==> config.mk <==
export PLATFORM = sky130hd
export DESIGN_NAME = rx_fcs_stripper
export DESIGN_NICKNAME = d
export VERILOG_FILES = /design/src/rtl/rx_fcs_stripper.sv
export SDC_FILE = /design/constraint.sdc
export NUM_CORES = 1
export LEC_CHECK = 0
export CAP_MARGIN = 0
export CORE_AREA = 2 2 83 85
export CTS_CLUSTER_DIAMETER = 30
export DETAILED_ROUTE_END_ITERATION = 10
export DIE_AREA = 0 0 85 87
export HOLD_SLACK_MARGIN = 0.02
export PLACE_DENSITY = 0.89
export SLEW_MARGIN = 20
export SYNTH_ARGS = -nofsm -noshare
export SYNTH_HDL_FRONTEND = slang
export SYNTH_SLANG_ARGS = --single-unit
==> constraint.sdc <==
create_clock -name clk -period 6.93 [get_ports clk]
set_input_delay 2.079 -clock clk [delete_from_list [all_inputs] [get_ports clk]]
set_output_delay 2.079 -clock clk [all_outputs]
set_load 0.01 [all_outputs]
==> src/rtl/rx_fcs_stripper.sv <==
// rx_fcs_stripper: strips preamble/SFD and FCS from a GMII rx stream, flags the last beat on CRC/runt/oversize.
// Optional statistics counters are enabled by defining RX_STATS_EN.
module rx_fcs_stripper #(
  parameter int MIN_FRAME_BYTES = 64,
  parameter int MAX_FRAME_BYTES = 1518,
  parameter int STATS_W         = 32
) (
  input  logic               clk,
  input  logic               rst,
  input  logic               rx_valid_i,
  input  logic [7:0]         rx_data_i,
  input  logic               is_preamble_or_sfd_i,
  input  logic               crc_error_i,
  output logic               m_valid_o,
  output logic [7:0]         m_data_o,
  output logic               m_last_o,
  output logic               m_error_o,
  output logic [STATS_W-1:0] frames_ok_o,
  output logic [STATS_W-1:0] frames_err_o
);
  localparam int CW = $clog2(MAX_FRAME_BYTES + 2);
  localparam logic [CW-1:0] CNT_SAT = CW'(MAX_FRAME_BYTES + 1);
  localparam logic [CW-1:0] CNT_MIN = CW'(MIN_FRAME_BYTES);
  localparam logic [CW-1:0] CNT_MAX = CW'(MAX_FRAME_BYTES);
  typedef enum logic {IDLE = 1'b0, FRAME = 1'b1} state_e;
  state_e          r_state, w_next_state;
  logic            r_prev_valid;
  logic [7:0]      r_dl [5];
  logic [CW-1:0]   r_cnt;
  logic            w_start, w_end, w_shift, w_has5, w_bad;
  logic            w_m_valid, w_m_last, w_m_error;
  logic [7:0]      w_m_data;
  // Same start rule as the CRC checker: valid for two cycles and past the SFD.
  assign w_start = (r_state == IDLE) & rx_valid_i & r_prev_valid & ~is_preamble_or_sfd_i;
  assign w_end   = (r_state == FRAME) & ~rx_valid_i;
  assign w_shift = w_start | ((r_state == FRAME) & rx_valid_i);
  assign w_has5  = r_cnt >= CW'(5);
  assign w_bad   = crc_error_i | (r_cnt < CNT_MIN) | (r_cnt > CNT_MAX);
  always_ff @(posedge clk or posedge rst) begin
    if (rst) r_state <= IDLE;
    else     r_state <= w_next_state;
  end
  always_comb begin
    w_next_state = w_start ? FRAME : w_end ? IDLE : r_state;
  end
  always_comb begin
    w_m_valid = (r_state == FRAME) & w_has5;
    w_m_last  = w_end & w_has5;
    w_m_error = w_m_last & w_bad;
    w_m_data  = w_m_valid ? r_dl[4] : 8'h00;
  end
  always_ff @(posedge clk or posedge rst) begin
    if (rst) begin
      r_prev_valid <= 1'b0;
      r_cnt        <= '0;
      for (int i = 0; i < 5; i++) r_dl[i] <= 8'h00;
      m_valid_o    <= 1'b0;
      m_data_o     <= 8'h00;
      m_last_o     <= 1'b0;
      m_error_o    <= 1'b0;
    end else begin
      r_prev_valid <= rx_valid_i;
      m_valid_o    <= w_m_valid;
      m_data_o     <= w_m_data;
      m_last_o     <= w_m_last;
      m_error_o    <= w_m_error;
      if (w_shift) begin
        r_dl[0] <= rx_data_i;
        for (int i = 1; i < 5; i++) r_dl[i] <= r_dl[i-1];
        r_cnt <= w_start ? CW'(1) : (r_cnt == CNT_SAT) ? r_cnt : r_cnt + CW'(1);
      end else if (w_end) begin
        for (int i = 0; i < 5; i++) r_dl[i] <= 8'h00;
        r_cnt <= '0;
      end
    end
  end
`ifdef RX_STATS_EN
  logic [STATS_W-1:0] r_ok, r_err;
  logic               w_drop;
  assign w_drop = w_end & ~w_has5;
  always_ff @(posedge clk or posedge rst) begin
    if (rst) begin
      r_ok  <= '0;
      r_err <= '0;
    end else begin
      if (w_m_last & ~w_m_error & ~&r_ok) r_ok <= r_ok + STATS_W'(1);
      if ((w_m_error | w_drop) & ~&r_err) r_err <= r_err + STATS_W'(1);
    end
  end
  assign frames_ok_o  = r_ok;
  assign frames_err_o = r_err;
`else
  assign frames_ok_o  = '0;
  assign frames_err_o = '0;
`endif
endmodule

---- After elaboration in Yosys (flattened, before gate mapping) ----
Index checks and enable logic that the tools add are counted.
storage, ports and cells
  input port bits ......................... 13
  logic and storage cells ................. 44
  register bits after elaboration ......... 64
  output and inout bits ................... 75
cells by class
  equality and inequality tests ........... 2
  reduce and logical (&&, ||, !) cells .... 3
  $add $sub $neg .......................... 1
  bitwise logic cells ..................... 14
  mux-type cells .......................... 9
  order comparisons ....................... 3
operator list
  kind                                                                     count
  40-bit two-way mux                                                       2
  11-bit two-way mux                                                       4
  11-bit by 1-bit adder with 11-bit output (second input constant)         1
  11-bit equality test (second input constant)                             1
  11-bit by 3-bit >= comparator with 1-bit output (second input constant)  1
  11-bit > comparator (second input constant)                              1
  11-bit by 7-bit < comparator with 1-bit output (second input constant)   1
  1-bit bitwise AND                                                        8
  8-bit two-way mux                                                        1
  2-bit nonzero test                                                       2
  3-bit inequality test (second input constant)                            1
  1-bit inverter                                                           3
  1-bit OR                                                                 3
  1-bit two-way mux                                                        2
  2-bit AND reduction                                                      1

---- Depth between registers and ports, before layout ----
Gate-level depths: netlist (run 1).
  depth in word-level cells ............... 7
  depth in mapped cells ................... 6

---- Least setup slack after synthesis (run 1) ----
OpenSTA, ideal clock, no wires.
  path kind ............................... input port to flip-flop
  start ................................... in is_preamble_or_sfd_i
  end ..................................... reg r_cnt[3]
  setup slack ............................. 3.773 ns
  stages on the path ...................... 5
  buffers on the path ..................... 1
  setup time .............................. 0.079 ns
  arrival ................................. 3.078 ns
  required time ........................... 6.851 ns
  path through ............................ and3b_1 buf_6 nor2_4 or4_1 a21oi_1
between the ends
  word-level cells in the longest chain between the ends .. 5
  elaborated cells between the ends (all ways) .. 8
  those cells by class .................... 1 x eq/ne; 2 x mux; 3 x bitwise; 2 x reduce/logical
RTL lines
  what                                                                          line  text
  start: declaration                                                            12    input logic is_preamble_or_sfd_i,
  1-bit inverter (*)                                                            34    assign w_start = (r_state == IDLE) & rx_valid_i & r_prev_valid & ~is_preamble_or_sfd_i;
  1-bit bitwise AND (*)                                                         34
  1-bit OR                                                                      36    assign w_shift = w_start | ((r_state == FRAME) & rx_valid_i);
  3-bit inequality test (no source line) or 2-bit nonzero test (tied branches)  n/a
  2-bit AND reduction (no source line)                                          n/a
  end signal: assignment                                                        70    r_cnt <= w_start ? CW'(1) : (r_cnt == CNT_SAT) ? r_cnt : r_cnt + CW'(1);
  end: declaration                                                              29    logic [CW-1:0] r_cnt;
Every way passes the cells marked *; elsewhere a longest branch is shown, timed or not.
A chain may end at the register's enable or synchronous reset.

---- Worst setup path in the final report (run 1) ----
  start ................................... in rx_valid_i
  end ..................................... reg r_cnt[4]
between the ends
  word-level cells in the longest chain between the ends .. 6
  elaborated cells between the ends (all ways) .. 12
  those cells by class .................... 1 x eq/ne; 2 x mux; 7 x bitwise; 2 x reduce/logical
RTL lines
  what                                                                          line  text
  start: declaration                                                            10    input logic rx_valid_i,
  1-bit bitwise AND (3 in series)                                               34
  1-bit OR                                                                      36
  3-bit inequality test (no source line) or 2-bit nonzero test (tied branches)  n/a
  2-bit AND reduction (no source line)                                          n/a
Several ways; a longest one is shown, not always the timed one.

==> report_table.html, run 1 <==
<table>
<tr><th>Metric</th><th>Value</th></tr>
<tr><th colspan="2">Timing</th></tr>
<tr><td>Setup violations, final</td><td>0</td></tr>
<tr><td>Transition time at the pin with the least slew margin</td><td>about 0.99 ns</td></tr>
<tr><td>Worst clock skew on the final layout</td><td>0.0122 ns</td></tr>
<tr><td>Final worst-path cycle share</td><td>a little under three fifths</td></tr>
<tr><td>Shortest clock period the worst path allows after layout</td><td>3.91 ns</td></tr>
<tr><td>Hold violation total from the final report</td><td>0</td></tr>
<tr><td>Achievable frequency</td><td>0.256 GHz</td></tr>
<tr><td>Final max-slew violation count</td><td>0</td></tr>
<tr><td>Setup_tns</td><td>0 ns</td></tr>
<tr><td>Setup ws final</td><td>approximately 3.0 ns</td></tr>
<tr><td>Unrepaired setup endpoints after global routing</td><td>no</td></tr>
<tr><td>Rel. slew slack</td><td>around 34%</td></tr>
<tr><th colspan="2">Clocking</th></tr>
<tr><td>Buffer depth of the longest clock path</td><td>2</td></tr>
<tr><td>Deepest level of the CTS H-tree</td><td>3</td></tr>
<tr><td>Clk root buf</td><td>sky130_fd_sc_hd__clkbuf_8</td></tr>
<tr><td>Post-CTS Setup Bufs</td><td>0</td></tr>
<tr><td>Clock tree from TritonCTS</td><td>yes</td></tr>
<tr><td>Clock latency on the worst-skew pair</td><td>about 0.32 ns</td></tr>
<tr><td>Hold-fix buffers at CTS</td><td>0</td></tr>
<tr><td>TritonCTS Sinks</td><td>64</td></tr>
<tr><td>Post-cts gate resize count</td><td>0</td></tr>
<tr><td>CTS buffer count</td><td>9</td></tr>
<tr><td>Clock slew at the register clock pins of the worst setup and hold paths</td><td>0.06 ns</td></tr>
<tr><th colspan="2">Yosys</th></tr>
<tr><td>Dominant cells by area after synthesis</td><td>sky130_fd_sc_hd__dfrtp_1 53%, sky130_fd_sc_hd__buf_4 16%, sky130_fd_sc_hd__a22o_1 12%, sky130_fd_sc_hd__and2_1 2.1%, sky130_fd_sc_hd__o21ai_0 1.5%</td></tr>
<tr><td>Leading register cell type out of synthesis</td><td>sky130_fd_sc_hd__dfrtp_1</td></tr>
<tr><td>Number of enable-type register cells in the synthesized netlist</td><td>0</td></tr>
<tr><td>Post-synthesis register bit count</td><td>64</td></tr>
<tr><td>Number of instances in the synthesized netlist</td><td>260</td></tr>
<tr><td>Synth top area share</td><td>between 50% and 60%</td></tr>
<tr><td>Sequential-to-total area share from yosys stat</td><td>a little over half</td></tr>
<tr><td>Synth Cell Area</td><td>roughly 3000 um^2</td></tr>
<tr><td>Most area-hungry cell type in the Yosys netlist</td><td>sky130_fd_sc_hd__dfrtp_1</td></tr>
<tr><td>Commonest cells in the netlist</td><td>64 x sky130_fd_sc_hd__buf_4, 64 x sky130_fd_sc_hd__dfrtp_1, 40 x sky130_fd_sc_hd__a22o_1</td></tr>
<tr><td>Mean cell area of the mapped netlist</td><td>roughly 12 um^2</td></tr>
<tr><td>Ys async rst share</td><td>100%</td></tr>
<tr><td>Post-synthesis cell type count</td><td>37</td></tr>
<tr><td>Number of warnings reported in the yosys synthesis log</td><td>0</td></tr>
<tr><th colspan="2">Critical path</th></tr>
<tr><td>Kind of start point of the critical path</td><td>input pin</td></tr>
<tr><td>Worst R2R Start</td><td>r_state</td></tr>
<tr><td>Crit-path leading delay family</td><td>simple AND/OR/NAND/NOR gates</td></tr>
<tr><td>Required arrival time at the worst endpoint</td><td>~7.1 ns</td></tr>
<tr><td>Largest stage delay on the critical path</td><td>~0.75 ns</td></tr>
<tr><td>Number of buffer and inverter stages on the critical path</td><td>1</td></tr>
<tr><td>CP Max Fanout</td><td>46</td></tr>
<tr><td>Cell chain of the critical path</td><td>clkdlybuf4s50_1, and3b_1, nor2_4, nor3b_1, o211a_1</td></tr>
<tr><td>Critical path class</td><td>in -&gt; reg</td></tr>
<tr><td>Worst setup EP type</td><td>register</td></tr>
<tr><td>Worst Setup SP</td><td>rx_valid_i</td></tr>
<tr><td>Highest-delay cell along the critical path</td><td>sky130_fd_sc_hd__nor2_4</td></tr>
<tr><td>Data arrival time of the worst path</td><td>approximately 4.1 ns</td></tr>
<tr><th colspan="2">Pwr</th></tr>
<tr><td>Cell-internal power</td><td>about 0.00062 W</td></tr>
<tr><td>Switching power</td><td>approximately 0.00021 W</td></tr>
<tr><td>Fraction of power spent switching nets</td><td>25.3%</td></tr>
<tr><td>Static Leakage</td><td>~1.6 nW</td></tr>
<tr><td>Clk pwr share</td><td>a little under two fifths</td></tr>
<tr><td>Maximum resistive drop on vdd</td><td>approximately 0.12 mV</td></tr>
<tr><td>Portion of total power attributed to combinational logic</td><td>a little over a tenth</td></tr>
<tr><td>Power per Cell Area</td><td>approximately 260 nW/um^2</td></tr>
<tr><td>Share of power burned in registers</td><td>around 52%</td></tr>
<tr><th colspan="2">Place</th></tr>
<tr><td>Number of buffers added on ports</td><td>23</td></tr>
<tr><td>Placer's final routability congestion estimate</td><td>just over 0.9</td></tr>
<tr><td>Placed Cells</td><td>around 350</td></tr>
<tr><td>Minimum setup slack after placement</td><td>2.73 ns</td></tr>
<tr><td>DPL Wire Length</td><td>around 3100 um</td></tr>
<tr><th colspan="2">Floorplan</th></tr>
<tr><td>Die Y</td><td>between 80 and 90 um</td></tr>
<tr><td>Die area</td><td>7400 um^2</td></tr>
<tr><td>Number of top-level design ports</td><td>around 90</td></tr>
<tr><td>Initial cell density of the core</td><td>a little under half</td></tr>
<tr><td>Rows</td><td>30</td></tr>
<tr><td>Die outline width</td><td>85 um</td></tr>
<tr><td>Floorplan core area</td><td>6570 um^2</td></tr>
<tr><th colspan="2">Final layout</th></tr>
<tr><td>Share of layout cells above drive strength 1</td><td>6.62%</td></tr>
<tr><td>Number of nets in the finished design</td><td>about 300</td></tr>
<tr><td>Final core area utilization</td><td>49.5%</td></tr>
<tr><td>Synth-to-layout area growth</td><td>8.01%</td></tr>
<tr><td>Diodes inserted</td><td>0</td></tr>
<tr><td>Fillers</td><td>roughly 580</td></tr>
<tr><td>Non-Filler Instances</td><td>roughly 370</td></tr>
<tr><td>Sequential cell area</td><td>~1600 um^2</td></tr>
<tr><td>Footprint of the multi-input gates</td><td>about 1100 um^2</td></tr>
<tr><th colspan="2">Global route</th></tr>
<tr><td>Wire length of the first global-routing pass</td><td>7600 um</td></tr>
<tr><td>Met1 track utilization from global routing</td><td>between 10% and 20%</td></tr>
<tr><td>Met3 global-route usage</td><td>between 3 and 4%</td></tr>
<tr><td>Number of global-route vias before repair</td><td>between 1500 and 2000</td></tr>
<tr><td>Initial antenna violation count</td><td>0</td></tr>
<tr><td>Global-route usage over all layers</td><td>between 10% and 20%</td></tr>
<tr><td>Pin count of the biggest net entering global routing</td><td>65</td></tr>
<tr><td>Total global routing overflow</td><td>0</td></tr>
<tr><td>GRT busiest layer</td><td>met2</td></tr>
<tr><td>Met2 Track Usage GR</td><td>a little under a fifth</td></tr>
<tr><th colspan="2">Worst hold path</th></tr>
<tr><td>Worst Hold Class</td><td>reg -&gt; reg</td></tr>
<tr><td>Hold path startpoint</td><td>r_dl[2]</td></tr>
<tr><th colspan="2">Routing</th></tr>
<tr><td>Router iterations before antenna repair</td><td>4</td></tr>
<tr><td>Via/cell ratio</td><td>approximately 5.0</td></tr>
<tr><td>Detailed-route DRC error count</td><td>0</td></tr>
<tr><td>Via count</td><td>roughly 1800</td></tr>
<tr><td>Antenna Nets Post-Route</td><td>0</td></tr>
<tr><td>Routed WL</td><td>4680 um</td></tr>
<tr><td>Number of DRC markers after the initial detailed-route iteration</td><td>~280</td></tr>
<tr><td>Mean routed wirelength per cell</td><td>12.7 um</td></tr>
<tr><th colspan="2">Job</th></tr>
<tr><td>Count of maximum capacitance violations</td><td>0</td></tr>
<tr><th colspan="2">Outcome</th></tr>
<tr><td>Result of the run</td><td>finished, final reports clean</td></tr>
</table>
==> cell families (layout without fill, tap and decap cells) <==
group / count (synthesis) / count (layout) / synth area share, %
AOI/OAI and AO/OA: 68 / 68 / 17.8
xor gates and xnor gates: 3 / 3 / 0.872
adders and majority gates: 2 / 2 / 0.830
buffers and inverters: 81 / 45 / 18.6
DFF: 64 / 64 / 53.2
muxes: 1 / 1 / 0.332
other: 1 / 64 / 0.124
and+or+nand+nor: 40 / 40 / 8.26
==> worst paths after layout <==
kind | slack [ns] | endpoint | cells after the start
setup / recovery | 3.02 | r_cnt[4] | 5
hold / removal | 0.49 | m_data_o[2] | 1
hold reg to reg | 0.49 | m_data_o[2] | 1
setup reg to reg | 4.96 | r_dl[19] | 3
min in group asynchronous | 2.29 | r_prev_valid | 3
max in group asynchronous | 4.14 | m_data_o[7] | 3
==> cell usage in the layout, fill, tap and decap left out, types with 2 or more instances in the layout <==
master	count
sky130_fd_sc_hd__conb_1	64
sky130_fd_sc_hd__dfrtp_1	64
sky130_fd_sc_hd__a22o_1	40
sky130_fd_sc_hd__clkdlybuf4s50_1	23
sky130_fd_sc_hd__and2_1	10
sky130_fd_sc_hd__clkbuf_8	10
sky130_fd_sc_hd__o21ai_0	9
sky130_fd_sc_hd__nor2_1	7
sky130_fd_sc_hd__and4_1	5
sky130_fd_sc_hd__inv_1	4
sky130_fd_sc_hd__o31ai_1	4
sky130_fd_sc_hd__or4_1	3
sky130_fd_sc_hd__nand2_1	3
sky130_fd_sc_hd__a21oi_1	3
sky130_fd_sc_hd__xor2_1	3
sky130_fd_sc_hd__nor3_1	2
sky130_fd_sc_hd__a31oi_1	2
sky130_fd_sc_hd__o21a_1	2
sky130_fd_sc_hd__nand3_1	2
sky130_fd_sc_hd__o2111ai_1	2
sky130_fd_sc_hd__ha_1	2
sky130_fd_sc_hd__clkinv_2	2
==> area by class of cell <==
class	count	share of cell area [%]
Clock buffer	11	4.34
Timing Repair Buffer	24	7.30
Multi-Input combinational cell	178	33.8
Inverter	5	0.577
Sequential cell	64	49.2
Clock inverter	5	1.73
Tap cell	80	3.08
==> layer usage <==
layer | vias to the layer above | wire [um]
met1 | 897 | 2040
met2 | 79 | 2240
met5 | - | 0
li1 | 846 | -
met4 | 0 | 89
met3 | 8 | 312
==> registers in the layout, indices dropped and copies added (netlist names) <==
signal / cells
m_data_o: 8
m_error_o: 1
m_last_o: 1
m_valid_o: 1
r_cnt: 11
r_dl: 40
r_prev_valid: 1
r_state: 1
==> power groups by stage <==
| stage | registers [W] | logic [W] | clock network (W) |
|---|---|---|---|
| global route | 0.000439 | 0.000102 | 0.000336 |
| CTS | 0.000434 | 0.0000899 | 0.000317 |
| finish | 0.000434 | 0.0000895 | 0.000309 |
| global placement | 0.000438 | 0.0000859 | 0 |
| floorplan | 0.000433 | 0.0000991 | 0 |
| detailed placement | 0.000440 | 0.0000892 | 0 |
==> metrics by stage <==
step / cell area, um^2 / hold WS, ns / total power (W)
2_1_floorplan: 3250 / 0.454 / 0.000532
3_3_place_gp: 3060 / 0.473 / 0.000524
3_5_place_dp: 3060 / 0.477 / 0.000530
4_1_cts: 3250 / 0.492 / 0.000841
5_1_grt: 3250 / 0.510 / 0.000877
6_report: 3250 / 0.490 / 0.000833
(Power assumes the default switching activity.)
==> run 2, diff against run 1 <==
--- a/config.mk
+++ b/config.mk
@@ -6,12 +6,12 @@
 export NUM_CORES = 1
 export LEC_CHECK = 0
 export CAP_MARGIN = 0
-export CORE_AREA = 2 2 83 85
+export CORE_AREA = 2 2 84 86
 export CTS_CLUSTER_DIAMETER = 30
 export DETAILED_ROUTE_END_ITERATION = 10
-export DIE_AREA = 0 0 85 87
+export DIE_AREA = 0 0 86 88
 export HOLD_SLACK_MARGIN = 0.02
-export PLACE_DENSITY = 0.89
+export PLACE_DENSITY = 0.87
 export SLEW_MARGIN = 20
 export SYNTH_ARGS = -nofsm -noshare
 export SYNTH_HDL_FRONTEND = slang
==> constraint.sdc (replaced) <==
create_clock -name clk -period 3.9 [get_ports clk]
set_input_delay 1.17 -clock clk [delete_from_list [all_inputs] [get_ports clk]]
set_output_delay 1.17 -clock clk [all_outputs]
set_load 0.01 [all_outputs]
==> report_table.html, run 2 (synthesized netlist as in run 1, its figures left out) <==
<table>
<tr><th>Metric</th><th>Value</th></tr>
<tr><th colspan="2">Routing</th></tr>
<tr><td>Antenna Nets Post-Route</td><td>0</td></tr>
<tr><td>Via/cell ratio</td><td>between 4 and 5</td></tr>
<tr><td>Highest routed metal layer</td><td>met4</td></tr>
<tr><td>Routed metal-1 wirelength</td><td>approximately 2100 um</td></tr>
<tr><td>Met2 wire length</td><td>2390 um</td></tr>
<tr><td>Routed WL</td><td>between 4000 and 5000 um</td></tr>
<tr><td>Total met3 wirelength after detailed routing</td><td>294 um</td></tr>
<tr><td>Mean routed wirelength per cell</td><td>13.1 um</td></tr>
<tr><td>Detailed-route DRC error count</td><td>0</td></tr>
<tr><td>Via count</td><td>1842</td></tr>
<tr><td>Router iterations before antenna repair</td><td>4</td></tr>
<tr><td>Number of DRC markers after the initial detailed-route iteration</td><td>around 180</td></tr>
<tr><th colspan="2">Place</th></tr>
<tr><td>DPL Wire Length</td><td>3290 um</td></tr>
<tr><td>Number of buffers added on ports</td><td>23</td></tr>
<tr><td>Placer's final routability congestion estimate</td><td>~0.94</td></tr>
<tr><td>Cell area after placement</td><td>roughly 3100 um^2</td></tr>
<tr><th colspan="2">Floorplan</th></tr>
<tr><td>Die area</td><td>around 7600 um^2</td></tr>
<tr><td>Die Y</td><td>between 80 and 90 um</td></tr>
<tr><td>Number of top-level design ports</td><td>about 90</td></tr>
<tr><td>Initial cell density of the core</td><td>45.3%</td></tr>
<tr><td>Floorplan core area</td><td>6640 um^2</td></tr>
<tr><td>Die outline width</td><td>~86 um</td></tr>
<tr><td>Rows</td><td>30</td></tr>
<tr><th colspan="2">Critical path</th></tr>
<tr><td>Crit-path leading delay family</td><td>simple AND/OR/NAND/NOR gates</td></tr>
<tr><td>Worst r2r path cells</td><td>5</td></tr>
<tr><td>Worst setup EP type</td><td>register</td></tr>
<tr><td>Required arrival time at the worst endpoint</td><td>approximately 4.1 ns</td></tr>
<tr><td>Data arrival time of the worst path</td><td>3.10 ns</td></tr>
<tr><td>CP Max Fanout</td><td>25</td></tr>
<tr><td>Critical path class</td><td>in -&gt; reg</td></tr>
<tr><td>Highest-delay cell along the critical path</td><td>sky130_fd_sc_hd__clkdlybuf4s50_1</td></tr>
<tr><td>Number of buffer and inverter stages on the critical path</td><td>1</td></tr>
<tr><td>Largest stage delay on the critical path</td><td>around 0.60 ns</td></tr>
<tr><td>Cell chain of the critical path</td><td>clkdlybuf4s50_1, and3b_1, nor2_4, or4_1, a21oi_1</td></tr>
<tr><td>Number of cells on the critical path</td><td>5</td></tr>
<tr><td>Kind of start point of the critical path</td><td>input pin</td></tr>
<tr><th colspan="2">Job</th></tr>
<tr><td>Count of maximum capacitance violations</td><td>0</td></tr>
<tr><th colspan="2">Final layout</th></tr>
<tr><td>Most used cells in the layout excluding fill and tap cells</td><td>64 x sky130_fd_sc_hd__conb_1, 64 x sky130_fd_sc_hd__dfrtp_1, 40 x sky130_fd_sc_hd__a22o_1</td></tr>
<tr><td>Share of layout cells above drive strength 1</td><td>under 10%</td></tr>
<tr><td>Register name with the most flops</td><td>r_dl</td></tr>
<tr><td>Sequential cell area</td><td>approximately 1600 um^2</td></tr>
<tr><td>Diodes inserted</td><td>0</td></tr>
<tr><td>Synth-to-layout area growth</td><td>10.8%</td></tr>
<tr><td>Number of nets in the finished design</td><td>300</td></tr>
<tr><td>Design area</td><td>around 3300 um^2</td></tr>
<tr><td>Registers with the highest flip-flop counts</td><td>r_dl (40), r_cnt (11), m_data_o (8)</td></tr>
<tr><td>Footprint of the multi-input gates</td><td>around 1100 um^2</td></tr>
<tr><td>Max reg flops</td><td>40</td></tr>
<tr><td>Fillers</td><td>around 610</td></tr>
<tr><th colspan="2">Pwr</th></tr>
<tr><td>Portion of total power attributed to combinational logic</td><td>10.1%</td></tr>
<tr><td>Cell-internal power</td><td>0.00124 W</td></tr>
<tr><td>Clk pwr share</td><td>a little over two fifths</td></tr>
<tr><td>Switching power</td><td>around 0.00038 W</td></tr>
<tr><td>Static Leakage</td><td>approximately 1.6 nW</td></tr>
<tr><td>Fraction of power spent switching nets</td><td>23.4%</td></tr>
<tr><td>Power per Cell Area</td><td>around 490 nW/um^2</td></tr>
<tr><td>Share of power burned in registers</td><td>between 40% and 50%</td></tr>
<tr><td>Maximum resistive drop on vdd</td><td>0.211 mV</td></tr>
<tr><th colspan="2">Timing</th></tr>
<tr><td>Achievable frequency</td><td>around 0.35 GHz</td></tr>
<tr><td>Transition time at the pin with the least slew margin</td><td>0.794 ns</td></tr>
<tr><td>Unrepaired setup endpoints after global routing</td><td>no</td></tr>
<tr><td>Setup_tns</td><td>0 ns</td></tr>
<tr><td>Worst clock skew on the final layout</td><td>0.0108 ns</td></tr>
<tr><td>Final max-slew violation count</td><td>0</td></tr>
<tr><td>Hold violation total from the final report</td><td>0</td></tr>
<tr><td>Final worst-path cycle share</td><td>about three quarters</td></tr>
<tr><td>Rel. slew slack</td><td>47.0%</td></tr>
<tr><td>Setup violations, final</td><td>0</td></tr>
<tr><td>Shortest clock period the worst path allows after layout</td><td>roughly 2.9 ns</td></tr>
<tr><th colspan="2">Clocking</th></tr>
<tr><td>CTS buffer count</td><td>9</td></tr>
<tr><td>Clock tree from TritonCTS</td><td>yes</td></tr>
<tr><td>Buffer depth of the longest clock path</td><td>2</td></tr>
<tr><td>Clock latency on the worst-skew pair</td><td>around 0.33 ns</td></tr>
<tr><td>Hold-fix buffers at CTS</td><td>0</td></tr>
<tr><td>Clk root buf</td><td>sky130_fd_sc_hd__clkbuf_8</td></tr>
<tr><td>Post-CTS Setup Bufs</td><td>0</td></tr>
<tr><td>Clock slew at the register clock pins of the worst setup and hold paths</td><td>roughly 0.070 ns</td></tr>
<tr><td>Deepest level of the CTS H-tree</td><td>3</td></tr>
<tr><td>Post-cts gate resize count</td><td>0</td></tr>
<tr><td>TritonCTS Sinks</td><td>64</td></tr>
<tr><th colspan="2">Global route</th></tr>
<tr><td>Global-route usage over all layers</td><td>between 10% and 20%</td></tr>
<tr><td>Pin count of the biggest net entering global routing</td><td>between 40 and 50</td></tr>
<tr><td>Total global routing overflow</td><td>0</td></tr>
<tr><td>Initial antenna violation count</td><td>0</td></tr>
<tr><td>Number of global-route vias before repair</td><td>around 1600</td></tr>
<tr><td>Wire length of the first global-routing pass</td><td>between 7000 and 8000 um</td></tr>
<tr><th colspan="2">Outcome</th></tr>
<tr><td>Result of the run</td><td>finished, final reports clean</td></tr>
<tr><th colspan="2">Worst hold path</th></tr>
<tr><td>Worst Hold Class</td><td>reg -&gt; reg</td></tr>
<tr><td>Instance count along the most critical hold path</td><td>1</td></tr>
</table>
-- run 2: changes by cell type in the layout (fill, tap and decap cells not counted) --
cell | before | now
sky130_fd_sc_hd__buf_12 | 0 | 1
sky130_fd_sc_hd__buf_4 | 1 | 3
sky130_fd_sc_hd__bufinv_16 | 1 | 3
sky130_fd_sc_hd__clkinv_2 | 2 | 1
sky130_fd_sc_hd__clkinvlp_4 | 1 | 0
-- run 2: per-layer routing --
layer / track usage [%] / vias to the layer above
li1: - / 857
met1: 16.0 / 912
met2: 20.0 / 68
met3: 4.34 / 5
met4: 6.35 / 0
met5: 0 / -
-- run 2: power by group through the flow --
| stage | clock [W] | sequential (W) | combinational (W) |
|---|---|---|---|
| 2_1_floorplan | 0 | 0.000769 | 0.000176 |
| 3_3_place_gp | 0 | 0.000780 | 0.000157 |
| 3_5_place_dp | 0 | 0.000785 | 0.000165 |
| 4_1_cts | 0.000698 | 0.000772 | 0.000165 |
| 5_1_grt | 0.000725 | 0.000780 | 0.000185 |
| 6_report | 0.000682 | 0.000773 | 0.000164 |
-- run 2: through the flow --
| stage | cells | power, W | hold WS (ns) | utilization, % | setup slack (ns) |
|---|---|---|---|---|---|
| 3_5_place_dp | 354 | 0.000950 | 0.479 | 46.5 | 0.712 |
| 2_1_floorplan | 323 | 0.000945 | 0.454 | - | 1.13 |
| 5_1_grt | 370 | 0.00169 | 0.510 | 50.2 | 0.946 |
| 6_report | 370 | 0.00162 | 0.493 | 50.2 | 1.05 |
| 3_3_place_gp | 354 | 0.000937 | 0.472 | 46.5 | 0.785 |
| 4_1_cts | 370 | 0.00164 | 0.496 | 50.2 | 1.06 |
-- run 2: layout make-up --
class                   count  share of cell area, %
clock inverters             5                   3.11
multi-input cells         178                   32.9
repair buffers             27                   8.17
clock buffers              11                   4.24
well taps                  80                   3.00
flip-flops and latches     64                   48.0
inverters                   5                  0.562
-- run 2: path summary, 6_finish.rpt --
path                                 start     endpoint  slack [ns]
worst min-delay path               r_dl[7]  m_data_o[7]        0.49
worst max register to register    r_cnt[0]     r_cnt[3]        2.06
worst min register to register     r_dl[7]  m_data_o[7]        0.49
worst max-delay path            rx_valid_i     r_cnt[3]        1.05
max in group asynchronous              rst    m_error_o        1.91
min in group asynchronous              rst     r_cnt[8]        1.31
